### config.mk
export PLATFORM = sky130hd
export DESIGN_NAME = blackjack_engine
export DESIGN_NICKNAME = d
export VERILOG_FILES = /design/src/rtl/blackjack_pkg.sv /design/src/rtl/card_source.sv /design/src/rtl/blackjack_engine.sv
export SDC_FILE = /design/constraint.sdc
export NUM_CORES = 1
export LEC_CHECK = 0
export CORE_MARGIN = 2
export CORE_UTILIZATION = 30
export DETAILED_ROUTE_END_ITERATION = 10
export GPL_TIMING_DRIVEN = 0
export HOLD_SLACK_MARGIN = 0.15
export PLACE_DENSITY = 0.62
export SETUP_SLACK_MARGIN = 0.2
export SLEW_MARGIN = 15
export SYNTH_ARGS = -nofsm -noshare
export SYNTH_HDL_FRONTEND = slang
export SYNTH_HIERARCHICAL = 1
export SYNTH_SLANG_ARGS = --single-unit
### constraint.sdc
create_clock -name Clock -period 3.8 [get_ports Clock]
set_clock_uncertainty 0.15 [all_clocks]
set_input_delay 0.76 -clock Clock [delete_from_list [all_inputs] [get_ports Clock]]
set_output_delay 0.76 -clock Clock [all_outputs]
set_load 0.01 [all_outputs]
### src/rtl/blackjack_pkg.sv
// ---------------------------------------------------------------------------
// blackjack_pkg
//
// Shared definitions for the blackjack round controller:
//   - FSM state encoding (state_t / ST_* constants)
//   - per-player result codes (RES_NONE / RES_WIN / RES_LOSE / RES_PUSH)
//   - hand_add(): saturating hand-total addition. When BLACKJACK_SOFT_ACE_EN
//     is defined it also performs the soft-ace promotion/demotion and returns
//     the updated soft flag alongside the total.
//
// Configuration macro: BLACKJACK_SOFT_ACE_EN (undefined -> aces always 1).
// ---------------------------------------------------------------------------
package blackjack_pkg;

   // Internal arithmetic width of hand_add; callers zero-extend into it and
   // truncate the saturated result back to their own total width.
   localparam int SUM_W = 16;

   typedef logic [SUM_W-1:0] sum_t;
   typedef logic [SUM_W:0]   wide_t;

   typedef logic [2:0] state_t;
   localparam state_t ST_IDLE        = 3'd0;
   localparam state_t ST_DEAL        = 3'd1;
   localparam state_t ST_PLAYER_TURN = 3'd2;
   localparam state_t ST_DEALER_TURN = 3'd3;
   localparam state_t ST_SCORE       = 3'd4;
   localparam state_t ST_DONE        = 3'd5;

   typedef logic [1:0] result_t;
   localparam result_t RES_NONE = 2'b00;
   localparam result_t RES_WIN  = 2'b01;
   localparam result_t RES_LOSE = 2'b10;
   localparam result_t RES_PUSH = 2'b11;

`ifdef BLACKJACK_SOFT_ACE_EN
   typedef struct packed {
      logic soft;
      sum_t total;
   } hand_t;

   // An ace is promoted to 11 only when that cannot bust the hand. A soft
   // hand that goes over the limit is demoted by 10 in the same addition, so
   // the caller never sees a transient busted soft total.
   function automatic hand_t hand_add(input sum_t total, input logic soft,
                                      input sum_t card, input sum_t bust_limit,
                                      input sum_t max_total);
      wide_t sum;
      sum_t  value;
      hand_t r;
      value  = card;
      r.soft = soft;
      if (card == sum_t'(1) && ({1'b0, total} + wide_t'(11) <= {1'b0, bust_limit})) begin
         value  = sum_t'(11);
         r.soft = 1'b1;
      end
      sum = {1'b0, total} + {1'b0, value};
      if (r.soft && sum > {1'b0, bust_limit}) begin
         sum    = sum - wide_t'(10);
         r.soft = 1'b0;
      end
      if (sum > {1'b0, max_total}) begin
         sum = {1'b0, max_total};
      end
      r.total = sum[SUM_W-1:0];
      return r;
   endfunction
`else
   // Plain saturating add: totals stick at max_total instead of wrapping.
   function automatic sum_t hand_add(input sum_t total, input sum_t card,
                                     input sum_t bust_limit, input sum_t max_total);
      wide_t sum;
      sum = {1'b0, total} + {1'b0, card};
      if (sum > {1'b0, max_total}) begin
         sum = {1'b0, max_total};
      end
      // bust_limit only matters for the soft-ace adjustment
      if (bust_limit > max_total) begin
         sum = {1'b0, max_total};
      end
      return sum[SUM_W-1:0];
   endfunction
`endif

endpackage

### src/rtl/card_source.sv
// ---------------------------------------------------------------------------
// card_source
//
// Free-running card generator: counts 1, 2, ..., CARD_MAX, 1, ... advancing
// every clock. The card dealt in a cycle is the value held in that cycle.
//
// Ports:
//   Clock  in   system clock
//   reset  in   synchronous active-high reset, loads the counter with 1
//   card   out  current card value (1..CARD_MAX)
// ---------------------------------------------------------------------------
module card_source
   import blackjack_pkg::*;
#(
   parameter  int CARD_MAX = 10,
   localparam int CARD_W   = $clog2(CARD_MAX + 1)
) (
   input  logic              Clock,
   input  logic              reset,
   output logic [CARD_W-1:0] card
);

   logic [CARD_W-1:0] card_q;
   logic [CARD_W-1:0] card_d;

   // Wrap back to 1 at the top; >= also recovers from any stray value.
   always_comb begin
      if (card_q >= CARD_W'(CARD_MAX)) begin
         card_d = CARD_W'(1);
      end else begin
         card_d = card_q + CARD_W'(1);
      end
   end

   always_ff @(posedge Clock) begin
      if (reset) begin
         card_q <= CARD_W'(1);
      end else begin
         card_q <= card_d;
      end
   end

   assign card = card_q;

endmodule

### src/rtl/blackjack_engine.sv
// ---------------------------------------------------------------------------
// blackjack_engine
//
// Multi-player blackjack round controller. Deals from an internal
// card_source, runs player turns (hit/stand), the dealer turn and scoring,
// and presents every hand total plus a per-player result.
//
// Ports:
//   Clock          in   system clock
//   reset          in   synchronous active-high reset (aborts any round)
//   start          in   level; rising edge starts a round from IDLE/DONE
//   hit            in   level; rising edge draws a card for the active player
//   stand          in   level; rising edge ends the active player's turn
//   phand          out  player totals, player i at [i*SCORE_W +: SCORE_W]
//   dhand          out  dealer total
//   active_player  out  index of the player whose turn it is
//   result         out  2 bits per player: 00 none, 01 win, 10 lose, 11 push
//   done           out  high while result is valid
//
// Configuration macro: BLACKJACK_SOFT_ACE_EN enables soft-ace handling
// (ace counts 11 when safe, demoted to 1 on a later bust).
// ---------------------------------------------------------------------------
module blackjack_engine
   import blackjack_pkg::*;
#(
   parameter  int NUM_PLAYERS  = 2,
   parameter  int SCORE_W      = 5,
   parameter  int CARD_MAX     = 10,
   parameter  int DEALER_STAND = 17,
   parameter  int BUST_LIMIT   = 21,
   localparam int AP_W         = (NUM_PLAYERS > 1) ? $clog2(NUM_PLAYERS) : 1
) (
   input  logic                           Clock,
   input  logic                           reset,
   input  logic                           start,
   input  logic                           hit,
   input  logic                           stand,
   output logic [NUM_PLAYERS*SCORE_W-1:0] phand,
   output logic [SCORE_W-1:0]             dhand,
   output logic [AP_W-1:0]                active_player,
   output logic [2*NUM_PLAYERS-1:0]       result,
   output logic                           done
);

   localparam int CARD_W    = $clog2(CARD_MAX + 1);
   localparam int DEAL_W    = $clog2(2 * NUM_PLAYERS + 1);
   localparam int MAX_TOTAL = (2 ** SCORE_W) - 1;

   localparam logic [SCORE_W-1:0] BUST_S  = SCORE_W'(BUST_LIMIT);
   localparam logic [SCORE_W-1:0] STAND_S = SCORE_W'(DEALER_STAND);
   localparam logic [DEAL_W-1:0]  DEAL_LAST = DEAL_W'(2 * NUM_PLAYERS);
   localparam logic [AP_W-1:0]    LAST_P  = AP_W'(NUM_PLAYERS - 1);

   // Parameter sanity: totals must be able to represent the worst bust.
   if (NUM_PLAYERS < 1 || NUM_PLAYERS > 4) begin : g_bad_players
      $error("blackjack_engine: NUM_PLAYERS must be 1..4");
   end
   if (BUST_LIMIT + CARD_MAX > MAX_TOTAL) begin : g_bad_width
      $error("blackjack_engine: SCORE_W too narrow for BUST_LIMIT+CARD_MAX");
   end
   if (SCORE_W > SUM_W) begin : g_bad_sum
      $error("blackjack_engine: SCORE_W exceeds hand_add width");
   end

   logic [CARD_W-1:0] card;

   card_source #(.CARD_MAX(CARD_MAX)) u_card_source (
      .Clock (Clock),
      .reset (reset),
      .card  (card)
   );

   state_t                    state_q, state_d;
   logic [DEAL_W-1:0]         deal_cnt_q, deal_cnt_d;
   logic [AP_W-1:0]           active_player_q, active_player_d;
   logic [SCORE_W-1:0]        p_total_q [NUM_PLAYERS];
   logic [SCORE_W-1:0]        p_total_d [NUM_PLAYERS];
   logic [SCORE_W-1:0]        dhand_q, dhand_d;
   logic [2*NUM_PLAYERS-1:0]  result_q, result_d;
   logic                      done_q, done_d;
   logic [2:0]                in_prev_q, in_prev_d;
`ifdef BLACKJACK_SOFT_ACE_EN
   logic                      p_soft_q [NUM_PLAYERS];
   logic                      p_soft_d [NUM_PLAYERS];
   logic                      d_soft_q, d_soft_d;
   logic                      add_in_soft;
   logic                      add_soft;
   hand_t                     add_res;
`endif

   logic                      start_edge, hit_edge, stand_edge;
   logic                      sel_dealer;
   logic [AP_W-1:0]           sel_player;
   logic [SCORE_W-1:0]        add_in_total;
   logic [SCORE_W-1:0]        add_total;
   logic                      advance;
   logic                      all_bust;
   logic                      dealer_bust;

   // Edge detection: previous level of {stand, hit, start}.
   always_comb begin
      in_prev_d  = {stand, hit, start};
      start_edge = start & ~in_prev_q[0];
      hit_edge   = hit   & ~in_prev_q[1];
      stand_edge = stand & ~in_prev_q[2];
   end

   // At most one hand receives a card per cycle, so a single adder serves the
   // deal, player hits and dealer draws. This block picks which hand feeds it.
   always_comb begin
      sel_dealer = 1'b1;
      sel_player = '0;
      if (state_q == ST_DEAL && deal_cnt_q < DEAL_LAST) begin
         sel_dealer = 1'b0;
         if (deal_cnt_q < DEAL_W'(NUM_PLAYERS)) begin
            sel_player = AP_W'(deal_cnt_q);
         end else begin
            sel_player = AP_W'(deal_cnt_q - DEAL_W'(NUM_PLAYERS));
         end
      end else if (state_q == ST_PLAYER_TURN) begin
         sel_dealer = 1'b0;
         sel_player = active_player_q;
      end
      add_in_total = dhand_q;
`ifdef BLACKJACK_SOFT_ACE_EN
      add_in_soft = d_soft_q;
`endif
      for (int i = 0; i < NUM_PLAYERS; i++) begin
         if (!sel_dealer && sel_player == AP_W'(i)) begin
            add_in_total = p_total_q[i];
`ifdef BLACKJACK_SOFT_ACE_EN
            add_in_soft = p_soft_q[i];
`endif
         end
      end
   end

`ifdef BLACKJACK_SOFT_ACE_EN
   always_comb begin
      add_res   = hand_add(sum_t'(add_in_total), add_in_soft, sum_t'(card),
                           sum_t'(BUST_LIMIT), sum_t'(MAX_TOTAL));
      add_total = SCORE_W'(add_res.total);
      add_soft  = add_res.soft;
   end
`else
   assign add_total = SCORE_W'(hand_add(sum_t'(add_in_total), sum_t'(card),
                                        sum_t'(BUST_LIMIT), sum_t'(MAX_TOTAL)));
`endif

   // Round FSM. Hands, result and done are held everywhere except where a
   // state explicitly writes them; DONE keeps the finished round on display.
   // With soft aces the total already counts the ace as 11, so comparing the
   // total against DEALER_STAND makes the dealer stand on soft 17.
   always_comb begin
      state_d         = state_q;
      deal_cnt_d      = deal_cnt_q;
      active_player_d = active_player_q;
      dhand_d         = dhand_q;
      result_d        = result_q;
      done_d          = done_q;
      advance         = 1'b0;
      all_bust        = 1'b1;
      dealer_bust     = (dhand_q > BUST_S);
      for (int i = 0; i < NUM_PLAYERS; i++) begin
         p_total_d[i] = p_total_q[i];
         if (p_total_q[i] <= BUST_S) begin
            all_bust = 1'b0;
         end
      end
`ifdef BLACKJACK_SOFT_ACE_EN
      d_soft_d = d_soft_q;
      for (int i = 0; i < NUM_PLAYERS; i++) begin
         p_soft_d[i] = p_soft_q[i];
      end
`endif

      case (state_q)
         ST_IDLE, ST_DONE: begin
            if (start_edge) begin
               for (int i = 0; i < NUM_PLAYERS; i++) begin
                  p_total_d[i] = '0;
`ifdef BLACKJACK_SOFT_ACE_EN
                  p_soft_d[i] = 1'b0;
`endif
               end
`ifdef BLACKJACK_SOFT_ACE_EN
               d_soft_d = 1'b0;
`endif
               dhand_d         = '0;
               result_d        = '0;
               done_d          = 1'b0;
               deal_cnt_d      = '0;
               active_player_d = '0;
               state_d         = ST_DEAL;
            end
         end

         ST_DEAL: begin
            if (sel_dealer) begin
               dhand_d = add_total;
`ifdef BLACKJACK_SOFT_ACE_EN
               d_soft_d = add_soft;
`endif
            end else begin
               for (int i = 0; i < NUM_PLAYERS; i++) begin
                  if (sel_player == AP_W'(i)) begin
                     p_total_d[i] = add_total;
`ifdef BLACKJACK_SOFT_ACE_EN
                     p_soft_d[i] = add_soft;
`endif
                  end
               end
            end
            if (deal_cnt_q == DEAL_LAST) begin
               deal_cnt_d      = '0;
               active_player_d = '0;
               state_d         = ST_PLAYER_TURN;
            end else begin
               deal_cnt_d = deal_cnt_q + DEAL_W'(1);
            end
         end

         ST_PLAYER_TURN: begin
            // stand takes priority over a simultaneous hit
            if (stand_edge) begin
               advance = 1'b1;
            end else if (hit_edge) begin
               for (int i = 0; i < NUM_PLAYERS; i++) begin
                  if (active_player_q == AP_W'(i)) begin
                     p_total_d[i] = add_total;
`ifdef BLACKJACK_SOFT_ACE_EN
                     p_soft_d[i] = add_soft;
`endif
                  end
               end
               if (add_total > BUST_S) begin
                  advance = 1'b1;
               end
            end
            if (advance) begin
               if (active_player_q == LAST_P) begin
                  state_d = ST_DEALER_TURN;
               end else begin
                  active_player_d = active_player_q + AP_W'(1);
               end
            end
         end

         ST_DEALER_TURN: begin
            if (all_bust) begin
               state_d = ST_SCORE;
            end else if (dhand_q < STAND_S) begin
               dhand_d = add_total;
`ifdef BLACKJACK_SOFT_ACE_EN
               d_soft_d = add_soft;
`endif
            end else begin
               state_d = ST_SCORE;
            end
         end

         ST_SCORE: begin
            for (int i = 0; i < NUM_PLAYERS; i++) begin
               if (p_total_q[i] > BUST_S) begin
                  result_d[2*i +: 2] = RES_LOSE;
               end else if (dealer_bust) begin
                  result_d[2*i +: 2] = RES_WIN;
               end else if (p_total_q[i] > dhand_q) begin
                  result_d[2*i +: 2] = RES_WIN;
               end else if (p_total_q[i] == dhand_q) begin
                  result_d[2*i +: 2] = RES_PUSH;
               end else begin
                  result_d[2*i +: 2] = RES_LOSE;
               end
            end
            done_d  = 1'b1;
            state_d = ST_DONE;
         end

         default: begin
            state_d = ST_IDLE;
         end
      endcase
   end

   always_ff @(posedge Clock) begin
      if (reset) begin
         state_q         <= ST_IDLE;
         deal_cnt_q      <= '0;
         active_player_q <= '0;
         dhand_q         <= '0;
         result_q        <= '0;
         done_q          <= 1'b0;
         in_prev_q       <= '0;
         for (int i = 0; i < NUM_PLAYERS; i++) begin
            p_total_q[i] <= '0;
         end
      end else begin
         state_q         <= state_d;
         deal_cnt_q      <= deal_cnt_d;
         active_player_q <= active_player_d;
         dhand_q         <= dhand_d;
         result_q        <= result_d;
         done_q          <= done_d;
         in_prev_q       <= in_prev_d;
         for (int i = 0; i < NUM_PLAYERS; i++) begin
            p_total_q[i] <= p_total_d[i];
         end
      end
   end

`ifdef BLACKJACK_SOFT_ACE_EN
   always_ff @(posedge Clock) begin
      if (reset) begin
         d_soft_q <= 1'b0;
         for (int i = 0; i < NUM_PLAYERS; i++) begin
            p_soft_q[i] <= 1'b0;
         end
      end else begin
         d_soft_q <= d_soft_d;
         for (int i = 0; i < NUM_PLAYERS; i++) begin
            p_soft_q[i] <= p_soft_d[i];
         end
      end
   end
`endif

   for (genvar g = 0; g < NUM_PLAYERS; g++) begin : g_pack
      assign phand[g*SCORE_W +: SCORE_W] = p_total_q[g];
   end

   assign dhand         = dhand_q;
   assign active_player = active_player_q;
   assign result        = result_q;
   assign done          = done_q;

endmodule

# Word level (Yosys, flattened, before mapping)

Memories as Yosys holds them, arrays and structs flattened.
Index checks and enable logic that the tools add are counted.

Add/sub/neg operators: 5
Order comparisons: 13
Equal/unequal tests: 16
Mux-type cells: 59
Reductions and logical operators: 16
Bitwise gates (word level): 9

Operators with widths:

| operator                                                               | count |
|---|---|
| 5-bit 2-to-1 mux                                                       | 13 |
| 10-bit 2-to-1 mux                                                      | 4 |
| 10-bit one-hot mux with 3 select lines                                 | 1 |
| 3-bit 2-to-1 mux                                                       | 8 |
| 5-bit > comparator (second input constant)                             | 4 |
| 1-bit 2-to-1 mux                                                       | 20 |
| 3-bit one-hot mux with 5 select lines                                  | 1 |
| 5-bit one-hot mux with 3 select lines                                  | 1 |
| 2-bit 2-to-1 mux                                                       | 6 |
| 5-bit equality test                                                    | 2 |
| 5-bit > comparator                                                     | 2 |
| 5-bit <= comparator (second input constant)                            | 2 |
| 2-bit inequality test (second input constant)                          | 5 |
| 5-bit AND reduction                                                    | 2 |
| 3-bit equality test (second input constant)                            | 3 |
| 4-bit one-hot mux with 2 select lines                                  | 1 |
| 5-bit by 4-bit adder with 6-bit output                                 | 1 |
| 3-bit by 2-bit equality test with 1-bit output (second input constant) | 2 |
| 6-bit by 5-bit > comparator with 1-bit output (second input constant)  | 1 |
| 3-bit one-hot mux with 2 select lines                                  | 1 |
| 3-bit nonzero test                                                     | 2 |
| 5-bit less-than comparator (second input constant)                     | 1 |
| 4-bit by 1-bit adder with 4-bit output (second input constant)         | 1 |
| 4-bit >= comparator (second input constant)                            | 1 |
| 21 further kinds                                                       | 33 |

Memories kept: 1
Flip-flop bits (word level): 24
Output and inout bits: 21
RAM bits: 10
Word-level logic and storage cells: 127
Input port bits: 5

Memories:

| name      | words | width | rd ports | clocked after Yosys merged registers in | wr ports | line                   | source |
|---|---|---|---|---|---|---|---|
| p_total_q | 2     | 5     | 2        | 0                                       | 2        | blackjack_engine.sv:76 | `logic [SCORE_W-1:0] p_total_q [NUM_PLAYERS];` |

# Depth between registers and ports, before layout

Gate-level depths: netlist of run 1.

Depth after elaboration: 17
Depth in mapped cells: 15
Gate-level depth less buffers: 14

# Modules after synthesis

Netlist of run 1, hierarchy kept.

Modules (own cells, without submodules):

| module           | cells each | area each (µm²) | instances | sequential area each (µm²) |
|---|---|---|---|---|
| blackjack_engine | 256        | 2,119.5         | 1         | 600.6 |
| card_source      | 17         | 180.2           | 1         | 80.1 |

# Worst setup path after synthesis of run 1

OpenSTA, ideal clock, no wires.

Path kind: flip-flop to flip-flop
From: reg state_q[2]
To: reg active_player_q, in the netlist active_player
Setup slack: 122 ps
Stages on the path, launching flop included: 16
Data arrival time: 3,394 ps
Path buffers: 1
Path through: dfxtp_1 -> buf_2 -> nand2b_1 -> nor2_1 -> a21boi_1 -> mux2i_1 -> o21ai_0 -> ha_1 -> a21o_1 -> a21o_1 -> a21o_1 -> a31oi_1 -> o22ai_2 -> a41o_1 -> a21oi_1 -> a211oi_1

Cells in the longest elaborated chain, start to end: 17
Elaborated cells on any way between the ends: 30
Those cells by class: add/sub (1); order compare (2); eq/ne (6); mux (12); bitwise (1); reduce/logical (8)

Ends and longest elaborated chain:

| what                                                                                                                    | line                                                                      | source |
|---|---|---|
| start, declared                                                                                                         | blackjack_engine.sv:73                                                    | `state_t state_q, state_d;` |
| start signal, assigned                                                                                                  | blackjack_engine.sv:299                                                   | `state_q <= state_d;` |
| 3-bit by 2-bit equality test with 1-bit output / 3-bit by 1-bit equality test with 1-bit output (equally long branches) | blackjack_engine.sv:120, blackjack_engine.sv:177, blackjack_engine.sv:113 |  |
| 1-bit 2-to-1 mux / 1-bit logical AND (equally long branches)                                                            | blackjack_engine.sv:120, blackjack_engine.sv:113                          |  |
| 1-bit 2-to-1 mux                                                                                                        | blackjack_engine.sv:113                                                   | `if (state_q == ST_DEAL && deal_cnt_q < DEAL_LAST) begin` |
| 1-bit logical NOT / 1-bit inverter (equally long branches)                                                              | n/a                                                                       |  |
| 1-bit logical AND                                                                                                       | blackjack_engine.sv:129                                                   | `if (!sel_dealer && sel_player == AP_W'(i)) begin` |
| 5-bit 2-to-1 mux (2 in a row)                                                                                           | blackjack_engine.sv:129                                                   |  |
| 5-bit by 4-bit adder with 6-bit output                                                                                  | blackjack_pkg.sv:73                                                       | `sum = {1'b0, total} + {1'b0, card};` |
| 6-bit by 5-bit > comparator with 1-bit output                                                                           | blackjack_pkg.sv:74                                                       | `if (sum > {1'b0, max_total}) begin` |
| 5-bit 2-to-1 mux                                                                                                        | blackjack_pkg.sv:74                                                       |  |
| 5-bit > comparator                                                                                                      | blackjack_engine.sv:236                                                   | `if (add_total > BUST_S) begin` |
| 1-bit 2-to-1 mux                                                                                                        | blackjack_engine.sv:236                                                   |  |
| 1-bit 2-to-1 mux                                                                                                        | blackjack_engine.sv:227                                                   | `end else if (hit_edge) begin` |
| 1-bit 2-to-1 mux                                                                                                        | blackjack_engine.sv:225                                                   | `if (stand_edge) begin` |
| 1-bit 2-to-1 mux                                                                                                        | blackjack_engine.sv:177                                                   | `case (state_q)` |
| 2-bit by 1-bit inequality test with 1-bit output (no line)                                                              | n/a                                                                       |  |
| 4-bit AND reduction (no line)                                                                                           | n/a                                                                       |  |
| end signal, assigned                                                                                                    | blackjack_engine.sv:301                                                   | `active_player_q <= active_player_d;` |
| end, declared                                                                                                           | blackjack_engine.sv:75                                                    | `logic [AP_W-1:0] active_player_q, active_player_d;` |

Parallel ways exist; a longest one is shown, timed or not. The select of a mux whose other input is x is not followed.
A chain may end at the register's enable or synchronous reset.

# Final worst setup path of run 1

From: reg state_q[2]
To: reg state_q[0]

Cells in the longest elaborated chain, start to end: 17
Elaborated cells on any way between the ends: 33
Those cells by class: add/sub (1); order compare (2); eq/ne (10); mux (12); bitwise (1); reduce/logical (7)

Ends and longest elaborated chain:

| what                                                                                                                    | line |
|---|---|
| 3-bit by 2-bit equality test with 1-bit output / 3-bit by 1-bit equality test with 1-bit output (equally long branches) | blackjack_engine.sv:120, blackjack_engine.sv:177, blackjack_engine.sv:113 |
| 1-bit 2-to-1 mux / 1-bit logical AND (equally long branches)                                                            | blackjack_engine.sv:120, blackjack_engine.sv:113 |
| 1-bit 2-to-1 mux                                                                                                        | blackjack_engine.sv:113 |
| 1-bit logical NOT / 1-bit inverter (equally long branches)                                                              | n/a |
| 1-bit logical AND                                                                                                       | blackjack_engine.sv:129 |
| 5-bit 2-to-1 mux (2 in a row)                                                                                           | blackjack_engine.sv:129 |
| 5-bit by 4-bit adder with 6-bit output                                                                                  | blackjack_pkg.sv:73 |
| 6-bit by 5-bit > comparator with 1-bit output                                                                           | blackjack_pkg.sv:74 |
| 5-bit 2-to-1 mux                                                                                                        | blackjack_pkg.sv:74 |
| 5-bit > comparator                                                                                                      | blackjack_engine.sv:236 |
| 1-bit 2-to-1 mux                                                                                                        | blackjack_engine.sv:236 |
| 1-bit 2-to-1 mux                                                                                                        | blackjack_engine.sv:227 |
| 1-bit 2-to-1 mux                                                                                                        | blackjack_engine.sv:225 |
| 1-bit 2-to-1 mux                                                                                                        | blackjack_engine.sv:177 |
| 2-bit by 1-bit inequality test with 1-bit output (no line)                                                              | n/a |
| 5-bit AND reduction (no line)                                                                                           | n/a |

Parallel ways exist; a longest one is shown, timed or not. The select of a mux whose other input is x is not followed.

==> impl_results.md, run 1 <==
* Core Area at 0.00733 mm²
* Ratio of cells with drive above 1 in the final layout at 11.7%
* Post-Place Cell Area at 0.00268 mm²
* Switching portion of total power at 41.0%
* Worst R2R Path Depth at 16
* F_max at 289 MHz
* GR Overflow Total at 0
* Global Route Usage Sum at 14.0%
* Crit path max fanout at 10
* HP Class: flop to flop
* RSZ-0062 raised after global routing: no
* Antenna Cells at 0
* Power Density at 504 mW/mm²
* Initial antenna violation count at 0
* Mapped Area at 0.00230 mm²
* CTS root buf: clkbuf_8
* Clock Power Share at 19.5%
* Worst-path clk slew at 70 ps
* GPL Wtd Cong at 0.846
* Critical Path AT at 3460 ps
* WS Path Type: flop to flop
* PnR Total Power at between 1000 and 1500 µW
* Sum Neg Setup Slack at 0 ps
* NetSw at 588 µW
* Top post-synthesis cells by count: 34 x dfxtp_1, 33 x nor2_1, 27 x a21oi_1, 25 x nand2_1, 18 x ha_1
* Final setup vio count at 0
* Relative slew slack at 63.4%
* Hold Path Cell Cnt at 2
* Critical path's largest stage delay at roughly 370 ps
* Netlist cell types at 60
* H-tree levels at 2
* CTS tree: yes
* Ys flop type: dfxtp_1
* Buffers added on ports at 25
* Antenna Nets Post-Route at 0
* Hold Buf Count CTS at 0
* Crit path time final at 3460 ps
* Final HPWL from detailed placement at about 4.2 mm
* Max Slew Vio Count at 0
* DRT iter0 DRCs at 120
* CP endpoint kind: flop
* First-pass GRT wire length at 9.59 mm
* Combinational share of power at between 40% and 50%
* Initial Utilization at between 30% and 40%
* Final Hold Fails at 0
* Syn Nets at 297
* Die area at ~0.0084 mm²
* Startpoint types: flop
* Area of the multi-input gates at 0.00157 mm²
* Core Util, Final at around two fifths
* Register area share after synthesis at between 20% and 30%
* Syn Inst Count at around 270
* Crit-path cells: buf_6 > nand2b_4 > nor2_4 > a21boi_4 > buf_4 > mux2i_1 > o21ai_0 > ha_1 > a21o_1 > a21o_1 > a21o_1 > a31oi_4 > o22ai_2 > a31oi_4 > mux2i_1 > a21oi_1
* Post-synth top area share at 29.6%
* EDFF count, synth at 0
* Site Rows at 31
* Avg Vias per Cell at 5.07
* Yosys top cell by area: dfxtp_1
* Status: finished, final reports clean
* Req. time, crit path at between 3000 and 4000 ps
* # DRC at 0
* Reg power frac at between 30 and 40%
* Most common cell in the netlist: dfxtp_1
* Syn_area_per_cell at 8.42 µm²
* Largest net degree at the start of global routing at 11
* Worst path bufs/invs at 2
* Final wirelength at ~5.6 mm
* Area Overhead vs Synth at 23.9%
* Number of max-cap violations at 0
* Top post-synthesis cells by area: dfxtp_1 30%, ha_1 9.8%, a21oi_1 5.9%
* Number of global-route vias before repair at about 2000
* # IOs at 26
* Worst IR drop on VDD at about 0.24 mV
* Ratio of final minimum period to clock period at between 90% and 100%
* Total CTS buffers at 5
* Via count at approximately 2100
* Num Clock Sinks at 34
* Die Ht at 91.6 µm
* Synth async-reset ratio at 0%
* Maximum buffer depth of the clock tree at 2
* Initial DRT Pass Iterations at 4
* Slew at the pin closest to its max-slew limit at 549 ps
* Yosys warns at 6
* Yosys reg bits at 34
* Pint at 847 µW
* Design area at around 0.0028 mm²
* Register Area at 683 µm²
* Critical Path Stages at 16
* Drt wl/cell at 13.9 µm
* Crit-path slowest cell: dfxtp_2
* NumNets Final at 331
* Die Wd at 91.6 µm
* Leak at ~0.0012 µW
* CP dominant cell by count: a21o_1
* Clk_lat worst skew at 280 ps
* Top delay family on crit path: compound AO/OA/AOI/OAI gates
* Fillers at 759
[logic make-up after synthesis]
| group | Yosys count | share of synthesized area (%) |
|---|---|---|
| simple gates | 105 | 24.4 |
| compound gates | 77 | 24.8 |
| flops | 34 | 29.6 |
| buf+inv | 24 | 4.62 |
| fa+ha+maj | 19 | 10.7 |
| mux | 12 | 5.22 |
| xor+xnor | 2 | 0.762 |
[metal layers]
layer | global-route usage, % | vias to the layer above | part of all wire (%)
met5 | 0 | - | 0
met2 | 23.1 | 29 | 47
li1 | - | 1058 | -
met1 | 18.8 | 971 | 50
met3 | 2.57 | 6 | 2.9
met4 | 3.54 | 0 | 0.98
[placed cells by master (no fill, tap or decap), types with 3 or more instances in the layout]
cell type	n
mux2i_1	12
o21ai_0	10
nand2_1	25
nor3_1	6
clkdlybuf4s50_1	25
nand3_1	5
inv_1	15
dfxtp_1	32
nor2_1	32
buf_6	3
a21o_1	8
and2_1	3
clkbuf_8	6
clkbuf_1	6
nor2b_1	6
a21oi_1	27
ha_1	18
nand2b_1	6
o21a_1	3
[worst register-to-register path, delay by kind of cell (launching register included)]
| family | cells | cell delay [ps] |
|---|---|---|
| AOI/OAI and AO/OA | 9 | 1620 |
| adders and majority gates | 1 | 220 |
| buffers and inverters | 2 | 300 |
| DFF | 1 | 370 |
| muxes | 2 | 390 |
| and+or+nand+nor | 2 | 270 |
[stage by stage]
stage | cells | hold WS, ps | worst slack, ps
2_1_floorplan | 273 | 315 | 244
3_3_place_gp | 397 | 297 | -341
3_5_place_dp | 397 | 306 | -384
4_1_cts | 407 | 315 | 207
5_1_grt | 407 | 343 | 176
6_report | 407 | 308 | 336
[repair_timing]
action	4_1_cts	5_1_grt
endpoints found under the setup margin	16	3
setup buffers	2	0
pin swaps	1	0
resized for setup	9	9
[cell type report]
class	instances	share of cell area [%]
clock inverters	1	0.176
well taps	99	4.35
flip-flops and latches	34	24.0
plain buffers	9	2.11
multi-input cells	215	55.1
clock buffers	7	3.03
inverters	15	1.98
repair buffers	27	9.31
[flip-flops by register name, summed over array words and instances, names as in the netlist]
| register | flops |
|---|---|
| u_card_source/card | 4 |
| state_q | 3 |
| dhand | 5 |
| done | 1 |
| p_total_q | 10 |
| deal_cnt_q | 3 |
| result | 4 |
| in_prev_q | 3 |
| active_player | 1 |
[power by group through the flow]
| stage | clock network (µW) | registers [µW] | logic, µW |
|---|---|---|---|
| finish | 279 | 449 | 706 |
| global route | 299 | 458 | 781 |
| CTS | 284 | 449 | 686 |
| detailed placement | 0 | 457 | 648 |
| global placement | 0 | 456 | 645 |
| floorplan | 0 | 454 | 481 |
[final timing paths]
kind | slack (ps) | to | from
max | 340 | state_q[0]$_SDFFE_PP0P_ | state_q[2]$_SDFFE_PP0P_
max reg2reg | 340 | state_q[0]$_SDFFE_PP0P_ | state_q[2]$_SDFFE_PP0P_
min reg2reg | 310 | done$_SDFFE_PP0P_ | done$_SDFFE_PP0P_
min | 310 | done$_SDFFE_PP0P_ | done$_SDFFE_PP0P_
Power figures use the tool's default switching activity.
==> inputs of run 2 (changes only) <==
GPL_ROUTABILITY_DRIVEN = 0   (was not set)
==> results of run 2 <==
The final DEF is identical to that of run 1; final timing and power are the same.
